$ cat config.mk
export PLATFORM = sky130hd
export DESIGN_NAME = step_dir_gen
export DESIGN_NICKNAME = d
export VERILOG_FILES = /design/src/rtl/step_dir_pkg.sv /design/src/rtl/step_dir_gen_pulse_timer.sv /design/src/rtl/step_dir_gen.sv
export SDC_FILE = /design/constraint.sdc
export NUM_CORES = 1
export LEC_CHECK = 0
export CORE_ASPECT_RATIO = 1.4
export CORE_MARGIN = 8
export CORE_UTILIZATION = 45
export CTS_CLUSTER_DIAMETER = 60
export DETAILED_ROUTE_END_ITERATION = 16
export HOLD_SLACK_MARGIN = 0.15
export PLACE_DENSITY = 0.69
export SYNTH_ARGS = -nofsm -noshare
export SYNTH_HDL_FRONTEND = slang
export SYNTH_SLANG_ARGS = --single-unit
$ cat constraint.sdc
create_clock -name clk -period 8.1 [get_ports clk]
set_input_delay 1.215 -clock clk [delete_from_list [all_inputs] [get_ports clk]]
set_output_delay 1.215 -clock clk [all_outputs]
set_load 0.01 [all_outputs]
$ cat src/rtl/step_dir_pkg.sv
// Shared types and default widths for the STEP/DIR pulse generator.
package step_dir_pkg;

    localparam int PEND_W_DEF = 8;
    localparam int TIM_W_DEF  = 16;
    localparam int POS_W_DEF  = 32;

    typedef enum logic [1:0] {
        IDLE  = 2'd0,
        SETUP = 2'd1,
        HIGH  = 2'd2,
        LOW   = 2'd3
    } state_t;

    // Symmetric saturation magnitude of a signed counter of width w.
    function automatic int pend_max(input int w);
        return (32'sd1 <<< (w - 1)) - 32'sd1;
    endfunction

    localparam int PEND_MAX = pend_max(PEND_W_DEF);

endpackage

$ cat src/rtl/step_dir_gen_pulse_timer.sv
// Loadable phase down-counter; a load of 0 behaves as 1, done marks the final cycle.
module pulse_timer
    import step_dir_pkg::*;
#(
    parameter int TIM_W = TIM_W_DEF
) (
    input  logic             clk,
    input  logic             reset,
    input  logic             load,
    input  logic [TIM_W-1:0] load_val,
    output logic [TIM_W-1:0] count,
    output logic             done
);

    logic [TIM_W-1:0] count_r;

    // Counter register: load wins over decrement, parks at zero.
    always_ff @(posedge clk or posedge reset) begin
        if (reset) begin
            count_r <= '0;
        end else if (load) begin
            count_r <= (load_val == '0) ? (TIM_W)'(1) : load_val;
        end else if (count_r != '0) begin
            count_r <= count_r - (TIM_W)'(1);
        end
    end

    assign count = count_r;
    assign done  = (count_r == (TIM_W)'(1));

endmodule

$ cat src/rtl/step_dir_gen.sv
// Turns step strobes into driver-legal STEP/DIR pulses, buffering excess steps.
module step_dir_gen
    import step_dir_pkg::*;
#(
    parameter int PEND_W = PEND_W_DEF,
    parameter int TIM_W  = TIM_W_DEF,
    parameter int POS_W  = POS_W_DEF
) (
    input  logic             clk,
    input  logic             reset,
    input  logic             step_stb,
    input  logic             step_dir,
    input  logic             enable,
    input  logic             flush,
    input  logic             clr_ovf,
    input  logic [TIM_W-1:0] setup_cyc,
    input  logic [TIM_W-1:0] high_cyc,
    input  logic [TIM_W-1:0] low_cyc,
    output logic             step_out,
    output logic             dir_out,
    output logic             busy,
    output logic             overflow,
    output logic [POS_W-1:0] position
);

    localparam int                      EXT_W    = PEND_W + 2;
    localparam logic signed [EXT_W-1:0] LIM_P    = (EXT_W)'(pend_max(PEND_W));
    localparam logic signed [EXT_W-1:0] LIM_N    = -LIM_P;
    localparam logic signed [EXT_W-1:0] ONE_EXT  = (EXT_W)'(1);
    localparam logic [POS_W-1:0]        POS_ONE  = (POS_W)'(1);

    state_t                    state_r, state_s;
    logic                      step_r, step_s;
    logic                      dir_r, dir_s;
    logic signed [PEND_W-1:0]  pend_r, pend_s;
    logic [POS_W-1:0]          pos_r;
    logic                      ovf_r, ovf_set_s;
    logic                      busy_r;
    logic                      commit_s;
    logic                      tmr_load_s, tmr_done_s;
    logic [TIM_W-1:0]          tmr_val_s, tmr_count_s;
    logic                      pend_pos_s, pend_neg_s;
    logic signed [EXT_W-1:0]   base_s, with_req_s;

    assign pend_neg_s = pend_r[PEND_W-1];
    assign pend_pos_s = !pend_r[PEND_W-1] && (pend_r != '0);

    pulse_timer #(.TIM_W(TIM_W)) u_timer (
        .clk      (clk),
        .reset    (reset),
        .load     (tmr_load_s),
        .load_val (tmr_val_s),
        .count    (tmr_count_s),
        .done     (tmr_done_s)
    );

    // Phase sequencing; DIR only ever changes on a cycle where STEP stays low.
    always_comb begin
        state_s    = state_r;
        step_s     = step_r;
        dir_s      = dir_r;
        commit_s   = 1'b0;
        tmr_load_s = 1'b0;
        tmr_val_s  = high_cyc;
        case (state_r)
            IDLE: begin
                if (enable && (pend_pos_s || pend_neg_s)) begin
                    if (pend_pos_s == dir_r) begin
                        step_s     = 1'b1;
                        commit_s   = 1'b1;
                        tmr_load_s = 1'b1;
                        tmr_val_s  = high_cyc;
                        state_s    = HIGH;
                    end else begin
                        dir_s      = pend_pos_s;
                        tmr_load_s = 1'b1;
                        tmr_val_s  = setup_cyc;
                        state_s    = SETUP;
                    end
                end else begin
                    state_s = IDLE;
                end
            end
            SETUP: begin
                if (tmr_done_s) begin
                    if (dir_r ? pend_pos_s : pend_neg_s) begin
                        step_s     = 1'b1;
                        commit_s   = 1'b1;
                        tmr_load_s = 1'b1;
                        tmr_val_s  = high_cyc;
                        state_s    = HIGH;
                    end else begin
                        state_s = IDLE;
                    end
                end else begin
                    state_s = SETUP;
                end
            end
            HIGH: begin
                if (tmr_done_s) begin
                    step_s     = 1'b0;
                    tmr_load_s = 1'b1;
                    tmr_val_s  = low_cyc;
                    state_s    = LOW;
                end else begin
                    state_s = HIGH;
                end
            end
            LOW: begin
                if (tmr_done_s) begin
                    state_s = IDLE;
                end else begin
                    state_s = LOW;
                end
            end
            default: begin
                state_s = IDLE;
                step_s  = 1'b0;
            end
        endcase
    end

    // Net pending: commit always applies; a request that would saturate is dropped.
    always_comb begin
        base_s     = EXT_W'(pend_r) - (commit_s ? (dir_r ? ONE_EXT : -ONE_EXT) : '0);
        with_req_s = base_s + (step_dir ? ONE_EXT : -ONE_EXT);
        ovf_set_s  = 1'b0;
        pend_s     = base_s[PEND_W-1:0];
        if (flush) begin
            pend_s = '0;
        end else if (step_stb) begin
            if ((with_req_s > LIM_P) || (with_req_s < LIM_N)) begin
                ovf_set_s = 1'b1;
            end else begin
                pend_s = with_req_s[PEND_W-1:0];
            end
        end else begin
            pend_s = base_s[PEND_W-1:0];
        end
    end

    // State, pins, pending, position and status registers.
    always_ff @(posedge clk or posedge reset) begin
        if (reset) begin
            state_r <= IDLE;
            step_r  <= 1'b0;
            dir_r   <= 1'b0;
            pend_r  <= '0;
            pos_r   <= '0;
            ovf_r   <= 1'b0;
            busy_r  <= 1'b0;
        end else begin
            state_r <= state_s;
            step_r  <= step_s;
            dir_r   <= dir_s;
            pend_r  <= pend_s;
            if (commit_s) begin
                pos_r <= dir_r ? (pos_r + POS_ONE) : (pos_r - POS_ONE);
            end
            if (ovf_set_s) begin
                ovf_r <= 1'b1;
            end else if (clr_ovf) begin
                ovf_r <= 1'b0;
            end
            busy_r <= (state_s != IDLE) || (pend_s != '0);
        end
    end

    assign step_out = step_r;
    assign dir_out  = dir_r;
    assign busy     = busy_r;
    assign overflow = ovf_r;
    assign position = pos_r;

endmodule

==> reports/metrics.yaml, run 1 <==
place_congestion: 0.901
p_int_w: 0.000905
tightest_slew_ns: 0.817
r2r_slack_ns: 1.93
cts_tree: "built"
synth.most_common_cell: "nand2_1"
power_density_nw_per_um2: 200
hold_end: "position[15]"
min_period_over_period_pct: 77.7
yosysSeqAreaShare_pct: 27.0
p_sw_w: 0.000507
clock_path_buffers: 2
hold_violations: 0
grt-ovfl-total: 0
design.core.area_um2: 12600
p_total_w: 0.00141
die_w_um: 111
drive_gt1_share_pct: 7.03
pwr-share-clk_pct: 29.6
final_util_pct: 56.0
drc: 0
grt_pass1_wl_um: 25400
drt-initial-drc-count: 270
crit_path_end_kind: "flip-flop"
dpl.hpwl_um: 11600
hold_depth: 2
initial_core_util_pct: 45.5
ys.flop_type: "dfrtp_1"
antenna_found_initial: 0
synth_warnings: 0
area.growth.synth_to_final_pct: 23.1
ys_ff_latch: 62
die-area_um2: 16700
final-instance-count-excl-fill: 935
min_from: "position[15]"
synthesis.instances: 700
tns_ns: 0
row_count: 49
switching_share_pct: 35.9
cts_max_level: 3
leakage_nw: 2.94
vias_per_cell: 5.87
status: "complete, no violations"
max_freq_mhz: 159
syn_nets: 809
synthTopCellsByArea: "dfrtp_1 27%, ha_1 11%, o21ai_0 5.1%"
ir_drop_uv: 202
final.setup.worst_slack_ns: 1.80
n_antenna_cell: 0
portBuffers: 90
fin_nets: 886
syn-mean-instance-area_um2: 8.21
wl_per_cell_um: 16.3
postRouteAntennaNets: 0
synth_common_cells: "74 x nand2_1, 62 x dfrtp_1, 59 x o21ai_0"
synth_edf_count: 0
rsz0062_at_grt: "false"
clockRootBuffer: "clkbuf_16"
min_path_type: "reg2reg"
power_frac_comb_pct: 46.6
clk_pin_slew_ns: 0.05
yosysTopAreaCell: "dfrtp_1"
yosysUniqueCellTypes: 73
yosysTopAreaCellShare_pct: 27.0
start_kind: "primary input"
placed_cells: 919
post_cts_buffers: 0
r2r-start: "u_timer.count[12]"
worstReg2RegEnd: "busy"
grt_pass1_vias: 5548
cap_viol_max_count: 0
grt_start_max_net_pins: 65
via_count: 5492
crit_required_ns: 8.29
crit_arrival_ns: 6.49
p_seq_share_pct: 23.9
crit_fanout: 10
clk_latency_ns: 0.33
first_pass_iters: 5
slew_viol_final: 0
cts_resized: 0
setup_viol_count_final: 0
post-place-ws_ns: 1.52
clock_skew_ns: 0.00559
slew_headroom_pct: 45.5
worstRegToRegCells: 21
ys_async_sr_fraction_pct: 100
ctsHoldBuffers: 0
cts_buffers: 9
final.min_clock_period_ns: 6.30
ios: 91
cts_sinks: 62
routed_wl_um: 15200
die_y_um: 150
path_class: "in2reg"
track_usage_pct: 18.0
syn-cell-area_um2: 5750
==> metal layers <==
layer  vias up  GRT usage [%]  wire [um]
met5         -              0          0
met4         0           7.42        370
met3        30           4.81        823
met2       158           32.7       7780
met1      2543           19.3       6220
li1       2761              -          -
==> cell families (layout without fill, tap and decap cells) <==
logic type               after synthesis  count (layout)  synth area share (%)
XOR/XNOR                              55              55                  8.65
flip-flops                            62              62                  27.0
buffers and inverters                 61             143                  4.29
AO/OA/AOI/OAI                        232             232                  26.9
adder cells (fa/ha/maj)               54              54                  12.2
AND/OR/NAND/NOR                      227             227                  19.1
multiplexers                           9               9                  2.00
==> cell usage in the layout (no fill, tap or decap), drive strengths merged, types with 4 or more instances in the layout <==
cell type      Yosys  layout
o22ai             27      27
xnor2             27      27
or2                5       5
nor3              16      16
o21ai             62      62
nand4             15      15
or3                5       5
nand2b             5       5
nor2b              7       7
buf               12       6
a211oi             6       6
or4                4       4
dfrtp             62      62
mux2i              5       5
nand3             21      21
xor2              27      27
clkdlybuf4s50      0      90
nand2             74      74
o31ai             11      11
and3              10      10
nor2              50      50
a21o              13      13
o211ai             9       9
inv               30      30
ha                51      51
a21oi             49      49
clkbuf            18      12
mux2               4       4
a31o               9       9
nor4               7       7
a31oi             11      11
o21a               5       5
==> critical path, stage by stage <==
cell and delay [ns]:
clkdlybuf4s50_1 0.50, nor2b_1 0.17, o31ai_1 0.15, a211o_2 0.34, inv_2 0.15, nand2_1 0.27
fa_1 0.51, a21o_1 0.17, a21oi_1 0.23, o21ai_0 0.19, xor2_1 0.29, ha_1 0.31
o21ai_1 0.10, nor2b_1 0.25, a31oi_4 0.08, a31oi_4 0.21, xnor3_2 0.42, mux2i_4 0.41
mux2_4 0.34, nand4bb_1 0.18
==> final cells by class <==
| type | instances | area (um^2) |
|---|---|---|
| Clock buffer | 12 | 246 |
| Clock inverter | 4 | 70.1 |
| Fill cell | 1137 | 5560 |
| Inverter | 31 | 116 |
| Multi-Input combinational cell | 577 | 3950 |
| Sequential cell | 62 | 1550 |
| Tap cell | 153 | 191 |
| Timing Repair Buffer | 96 | 946 |
==> power by group through the flow <==
stage / clock network (W) / registers [W] / logic [W]
6_report: 0.000418 / 0.000337 / 0.000657
5_1_grt: 0.000439 / 0.000339 / 0.000717
4_1_cts: 0.000427 / 0.000337 / 0.000652
3_5_place_dp: 0 / 0.000342 / 0.000648
3_3_place_gp: 0 / 0.000342 / 0.000613
2_1_floorplan: 0 / 0.000337 / 0.000517
==> flip-flops by register name, summed over array words and instances, names as in the netlist <==
name and cells:
position 32, busy 1, step_out 1, pend_r 8
overflow 1, state_r 2, dir_out 1, u_timer.count 16
==> metrics by stage <==
step | hold WS, ns | area [um^2]
finish | 0.509 | 7070
global route | 0.542 | 7070
CTS | 0.512 | 7070
detailed placement | 0.499 | 6760
global placement | 0.495 | 6760
floorplan | 0.520 | 5750
==> worst max path at each step <==
stage                 from    to  slack [ns]  cells past startpoint
CTS                 enable  busy        1.83                     22
global route        enable  busy        1.46                     20
global placement    enable  busy        1.67                     22
finish              enable  busy        1.80                     20
floorplan           enable  busy        2.35                     22
detailed placement  enable  busy        1.52                     22
Power figures use the tool's default switching activity.
==> run 2: changes to the inputs <==
--- a/config.mk
+++ b/config.mk
@@ -11,7 +11,7 @@
 export CTS_CLUSTER_DIAMETER = 60
 export DETAILED_ROUTE_END_ITERATION = 16
 export HOLD_SLACK_MARGIN = 0.15
-export PLACE_DENSITY = 0.69
+export PLACE_DENSITY = 0.71
 export SYNTH_ARGS = -nofsm -noshare
 export SYNTH_HDL_FRONTEND = slang
 export SYNTH_SLANG_ARGS = --single-unit
==> constraint.sdc (replaced) <==
create_clock -name clk -period 5.07 [get_ports clk]
set_input_delay 0.7605 -clock clk [delete_from_list [all_inputs] [get_ports clk]]
set_output_delay 0.7605 -clock clk [all_outputs]
set_load 0.01 [all_outputs]
==> reports/metrics.yaml, run 2 (same netlist as run 1, synthesis figures left out) <==
place_congestion: 0.910  # +0.98%
start_kind: "flip-flop"
design.core.area_um2: 12600  # unchanged
dpl.hpwl_um: 12200  # +4.8%
fin_nets: 953  # +7.6%
crit_required_ns: 5.26  # -3.03 ns
clock_skew_ns: 0.00790  # +0.00231 ns
min_path_type: "reg2reg"
die_w_um: 111  # unchanged
clk_latency_ns: 0.33  # about the same
cts_sinks: 62  # unchanged
final.setup.worst_slack_ns: 0.0465  # -1.76 ns
grt_pass1_vias: 5909  # +6.5%
row_count: 49  # unchanged
max_freq_mhz: 199
drt-initial-drc-count: 284  # +5.2%
postRouteAntennaNets: 0  # unchanged
grt_pass1_wl_um: 26900  # +5.9%
hold_violations: 0  # unchanged
wl_per_cell_um: 16.4  # +0.88%
drive_gt1_share_pct: 19.3  # +12 points
clock_path_buffers: 2  # unchanged
critPathTopFamily: "simple AND/OR/NAND/NOR gates"
cp_slowest_cell: "dfrtp_2"
tightest_slew_ns: 0.814  # -0.00300 ns
max_stage_delay_ns: 0.42  # -0.09 ns
fin_area_um2: 7890  # +12%
postPlaceCellArea_um2: 7230  # +7.0%
via_count: 5836  # +6.3%
cts_buffers: 9  # unchanged
area.growth.synth_to_final_pct: 37.3
largest_reg_flops: 32  # unchanged
drc: 0  # unchanged
clk_pin_slew_ns: 0.06  # about the same
path_class: "reg2reg"
track_usage_pct: 19.0  # +0.97 points
final_common_cell: "clkdlybuf4s50_1"
portBuffers: 90  # unchanged
vias_per_cell: 5.82  # -0.84%
status: "complete, no violations"
leakage_nw: 3.34  # +14%
final_cell_mix: "89 x clkdlybuf4s50_1, 73 x nand2_1, 72 x buf_4"
post-place-ws_ns: -0.464  # -1.98 ns
path_cells: "nor4_4 -> nor2b_4 -> nand4_1 -> a211o_2 -> clkinv_4 -> nand2_8 -> ha_4 -> nor2b_4 -> o31a_1 -> o21ai_2 -> nand2b_1 -> xnor2_2 -> inv_2 -> ha_4 -> nor3_4 -> o21ai_1 -> a31oi_4 -> xor2_1 -> nand3_2 -> mux2i_4 -> mux2_4 -> nand4bb_1"
die-area_um2: 16700  # unchanged
crit_fanout: 6  # -4
slew_viol_final: 0  # unchanged
crit_arrival_ns: 5.21  # -1.28 ns
p_total_w: 0.00277  # +96%
initial_core_util_pct: 45.5  # unchanged
grt-ovfl-total: 0  # unchanged
clockRootBuffer: "clkbuf_16"
crit_buf_inv: 2  # unchanged
grt_start_max_net_pins: 65  # unchanged
routed_wl_um: 16400  # +8.1%
rsz0062_at_grt: "true"
ctsHoldBuffers: 0  # unchanged
die_y_um: 150  # unchanged
fillers: 1053  # -7.4%
first_pass_iters: 4  # -1
cap_viol_max_count: 0  # unchanged
slew_headroom_pct: 45.7  # +0.20 points
cts_tree: "built"
cts_max_level: 3  # unchanged
power_density_nw_per_um2: 351  # +76%
antenna_found_initial: 0  # unchanged
n_antenna_cell: 0  # unchanged
setup_viol_count_final: 0  # unchanged
ir_drop_uv: 330  # +63%
final.min_clock_period_ns: 5.02
ios: 91  # unchanged
crit_path_end_kind: "flip-flop"
min_period_over_period_pct: 99.1
run 2: changes by cell type in the layout (fill, tap and decap cells not counted), sizes merged:
cell,delta
buf,+67
bufinv,-1
clkbuf,-2
clkdlybuf4s50,-1
clkinv,+3
clkinvlp,+1
dlymetal6s2s,+1
inv,-1
run 2: repair_timing:
| item | in CTS | in global routing |
|---|---|---|
| endpoints found under the setup margin | 6 | 10 |
| pin swaps | 2 | 29 |
| gates resized for setup | 8 | 41 |
| setup buffers | 0 | 13 |
run 2: final cells by class:
type / count / area (um^2) / area share (%)
multi-input combinational: 577 / 4270 / 54.1
inverter: 31 / 121 / 1.54
sequential: 62 / 1550 / 19.7
tap: 153 / 191 / 2.43
timing repair buffer: 163 / 1460 / 18.4
clock inverter: 6 / 61.3 / 0.777
clock buffer: 10 / 239 / 3.03
run 2: worst paths after layout:
path	startpoint	to	slack [ns]	cells past startpoint
max in group asynchronous	reset	u_timer.count[5]	3.50	3
max reg2reg	u_timer.count[12]	busy	0.05	22
min in group asynchronous	reset	position[23]	0.98	3
min reg2reg	position[22]	position[22]	0.51	2
max	u_timer.count[12]	busy	0.05	22
min	position[22]	position[22]	0.51	2
run 2: metal layers:
layer	vias up	part of all wire [%]	global-route usage, %	routed length, um
met5	-	0	0	0
li1	2886	-	-	-
met3	31	4.9	3.29	804
met2	160	52	34.9	8560
met4	0	2.0	7.89	334
met1	2759	41	21.1	6740
run 2: power breakdown:
part | leakage, nW | switching [W] | total, W | internal, W
Clock | 0.148 | 0.000235 | 0.000627 | 0.000392
Sequential | 0.667 | 0.0000251 | 0.000543 | 0.000518
Combinational | 2.52 | 0.000751 | 0.00160 | 0.000849
run 2: worst reg2reg max path, stage by stage (launching register included):
cell and delay, ns:
dfrtp_2 0.42, nor4_4 0.31, nor2b_4 0.21, nand4_1 0.17, a211o_2 0.41, clkinv_4 0.09, nand2_8 0.07, ha_4 0.21
nor2b_4 0.12, o31a_1 0.31, o21ai_2 0.16, nand2b_1 0.12, xnor2_2 0.22, inv_2 0.07, ha_4 0.19, nor3_4 0.19
o21ai_1 0.13, a31oi_4 0.24, xor2_1 0.30, nand3_2 0.15, mux2i_4 0.25, mux2_4 0.33, nand4bb_1 0.20
run 2: through the flow:
step / hold slack, ns / std cells / utilization (%) / TNS, ns
final: 0.512 / 1002 / 62.5 / 0
after global routing: 0.544 / 1002 / 62.5 / -0.732
after CTS: 0.518 / 989 / 59.9 / 0
after detailed placement: 0.505 / 973 / 57.3 / -3.30
after global placement: 0.492 / 973 / 57.3 / -2.07
after floorplan: 0.520 / 700 / - / 0
==> run 3: changes to the inputs <==
--- a/config.mk
+++ b/config.mk
@@ -8,10 +8,10 @@
 export CORE_ASPECT_RATIO = 1.4
 export CORE_MARGIN = 8
 export CORE_UTILIZATION = 45
-export CTS_CLUSTER_DIAMETER = 60
 export DETAILED_ROUTE_END_ITERATION = 16
 export HOLD_SLACK_MARGIN = 0.15
-export PLACE_DENSITY = 0.71
+export PLACE_DENSITY = 0.72
 export SYNTH_ARGS = -nofsm -noshare
 export SYNTH_HDL_FRONTEND = slang
+export SYNTH_HIERARCHICAL = 1
 export SYNTH_SLANG_ARGS = --single-unit
==> reports/metrics.yaml, run 3 <==
drc: 0  # unchanged
crit_path_end_kind: "flip-flop"
clk_latency_ns: 0.34  # about the same
yosysUniqueCellTypes: 74  # +1.4%
clock_skew_ns: 0.0101  # +0.00221 ns
startpoint: "pend_r[5]"
grt-ovfl-total: 0  # unchanged
final_util_pct: 67.9  # +5.4 points
synth_warnings: 6  # +6
antenna_found_initial: 0  # unchanged
place_congestion: 0.972  # +6.9%
path_class: "reg2reg"
crit_top_cell: "o21a_1"
ir_drop_uv: 571  # +73%
ys.flop_type: "dfrtp_1"
cts_buffers: 9  # unchanged
n_antenna_cell: 0  # unchanged
crit_fanout: 6  # unchanged
die_w_um: 111  # -0.70%
ios: 91  # unchanged
synth_edf_count: 0  # unchanged
leakage_nw: 3.88  # +16%
r2r_slack_ns: -0.37  # -0.41 ns
rsz0062_at_grt: "true"
final.min_clock_period_ns: 5.44  # +0.412 ns
yosysTopAreaCell: "dfrtp_1"
routed_wl_um: 18900  # +15%
max_stage_delay_ns: 0.41  # about the same
power_density_nw_per_um2: 407  # +16%
synthesis.instances: 683  # -2.4%
dpl.hpwl_um: 12900  # +5.9%
postPlaceCellArea_um2: 7360  # +1.8%
portBuffers: 90  # unchanged
clockRootBuffer: "clkbuf_16"
violations: "negative setup slack"
slew_viol_final: 0  # unchanged
cp_slowest_cell: "dfrtp_1"
track_usage_pct: 22.3  # +3.3 points
worstRegToRegCells: 28  # +27%
r2r-start: "pend_r[5]"
yosysTopAreaCellShare_pct: 27.5  # +0.45 points
synth.most_common_cell: "nand2_1"
ys_ff_latch: 62  # unchanged
area.growth.synth_to_final_pct: 47.9
crit_required_ns: 5.27  # about the same
die_y_um: 149  # -0.73%
clock_path_buffers: 2  # unchanged
drive_gt1_share_pct: 24.0  # +4.7 points
first_pass_iters: 4  # unchanged
max_freq_mhz: 184  # -7.6%
synth_common_cells: "92 x nand2_1, 63 x a21oi_1, 63 x o21ai_0"
min_path_type: "reg2reg"
min_period_over_period_pct: 107  # +8.1 points
largest_reg_flops: 32  # unchanged
crit_arrival_ns: 5.64  # +0.43 ns
fin_hold_ws_ns: 0.515  # +0.00292 ns
setup_viol_count_final: 1  # +1
hold_violations: 0  # unchanged
grt_pass1_vias: 6505  # +10%
cts_max_level: 3  # unchanged
vias_per_cell: 5.79  # -0.51%
postRouteAntennaNets: 0  # unchanged
wl_per_cell_um: 17.9  # +9.0%
slew_headroom_pct: 27.8  # -18 points
yosysSeqAreaShare_pct: 27.5  # +0.45 points
placed_cells: 987  # +1.4%
final_cell_mix: "128 x buf_4, 89 x nand2_1, 89 x clkdlybuf4s50_1"
via_count: 6131  # +5.1%
syn_nets: 791  # -2.2%
final.setup.worst_slack_ns: -0.366  # -0.412 ns
fin_nets: 1011  # +6.1%
synthTopCellsByArea: "dfrtp_1 27%, ha_1 11%, nand2_1 6.1%"
syn-mean-instance-area_um2: 8.27  # +0.82%
start_kind: "flip-flop"
grt_start_max_net_pins: 60  # -7.7%
cap_viol_max_count: 0  # unchanged
grt_pass1_wl_um: 30600  # +14%
final_common_cell: "buf_4"
ys_async_sr_fraction_pct: 100  # unchanged
row_count: 48  # -2.0%
p_total_w: 0.00340  # +23%
drt-initial-drc-count: 326  # +15%
endpoint: "busy"
final-instance-count-excl-fill: 1058  # +5.6%
clk_pin_slew_ns: 0.06  # about the same
cts_tree: "built"
cts_sinks: 62  # unchanged
tightest_slew_ns: 1.08  # +0.266 ns
die-area_um2: 16500  # -1.4%
syn-cell-area_um2: 5650  # -1.6%
worstReg2RegEnd: "busy"
status: "finished with violations"
design.core.area_um2: 12300  # -2.5%
initial_core_util_pct: 45.9  # +0.41 points
fin_area_um2: 8360  # +5.9%
==> run 3: worst min-delay path by stage <==
stage                        end         start  depth (start not counted)
floorplan           position[31]  position[31]                          1
global placement    position[25]  position[25]                          2
detailed placement  position[20]  position[20]                          2
CTS                 position[20]  position[20]                          2
global route        position[27]  position[27]                          2
finish              position[25]  position[25]                          2
==> run 3: logic make-up after synthesis <==
logic type	Yosys count	share of synthesized area, %
and+or+nand+nor	232	20.2
AOI/OAI and AO/OA	211	23.2
DFF	62	27.5
adders and majority gates	53	12.1
xor gates and xnor gates	50	7.88
buffers and inverters	43	3.30
muxes	32	5.80
==> run 3: critical path: cells and delay by family (launching register included) <==
| family | cells | cell delay (ns) |
|---|---|---|
| xor+xnor | 2 | 0.43 |
| compound gates | 10 | 1.63 |
| flops | 1 | 0.41 |
| simple gates | 7 | 1.27 |
| buf+inv | 5 | 0.64 |
| mux | 2 | 0.45 |
| fa+ha+maj | 2 | 0.49 |
==> run 3: where the power goes <==
group / switching, W / internal [W] / leakage [nW] / total (W)
registers: 0.0000686 / 0.000565 / 0.807 / 0.000634
logic: 0.000920 / 0.00107 / 2.89 / 0.00199
clock network: 0.000248 / 0.000533 / 0.176 / 0.000781
==> run 3: final cells by class <==
class	count	area, um^2
Tap cell	150	188
Clock buffer	9	225
Multi-Input combinational cell	578	4150
Clock inverter	7	145
Inverter	22	88.8
Fill cell	949	3960
Sequential cell	62	1550
Timing Repair Buffer	230	2000
==> run 3: routing by layer <==
layer	GRT usage [%]	up-vias	share of wire [%]
met5	0	-	0
met4	12.1	0	4.2
met3	5.48	70	5.2
met2	41.6	206	52
met1	22.1	2929	38
li1	-	2926	-
==> run 3: through the flow <==
stage                     setup slack, ns  setup TNS (ns)
after floorplan                    -0.602          -0.602
after global placement             -0.729           -2.18
after detailed placement           -0.926           -3.81
after CTS                          -0.240          -0.340
after global routing               -0.653           -1.50
final                              -0.366          -0.366
==> run 3: timing repair <==
action                     CTS  global route
hold buffers                 0             0
pin swaps                   26            19
setup endpoints to repair    7            22
cloned                       0             0
setup buffers               49            17
resized for setup           28            27
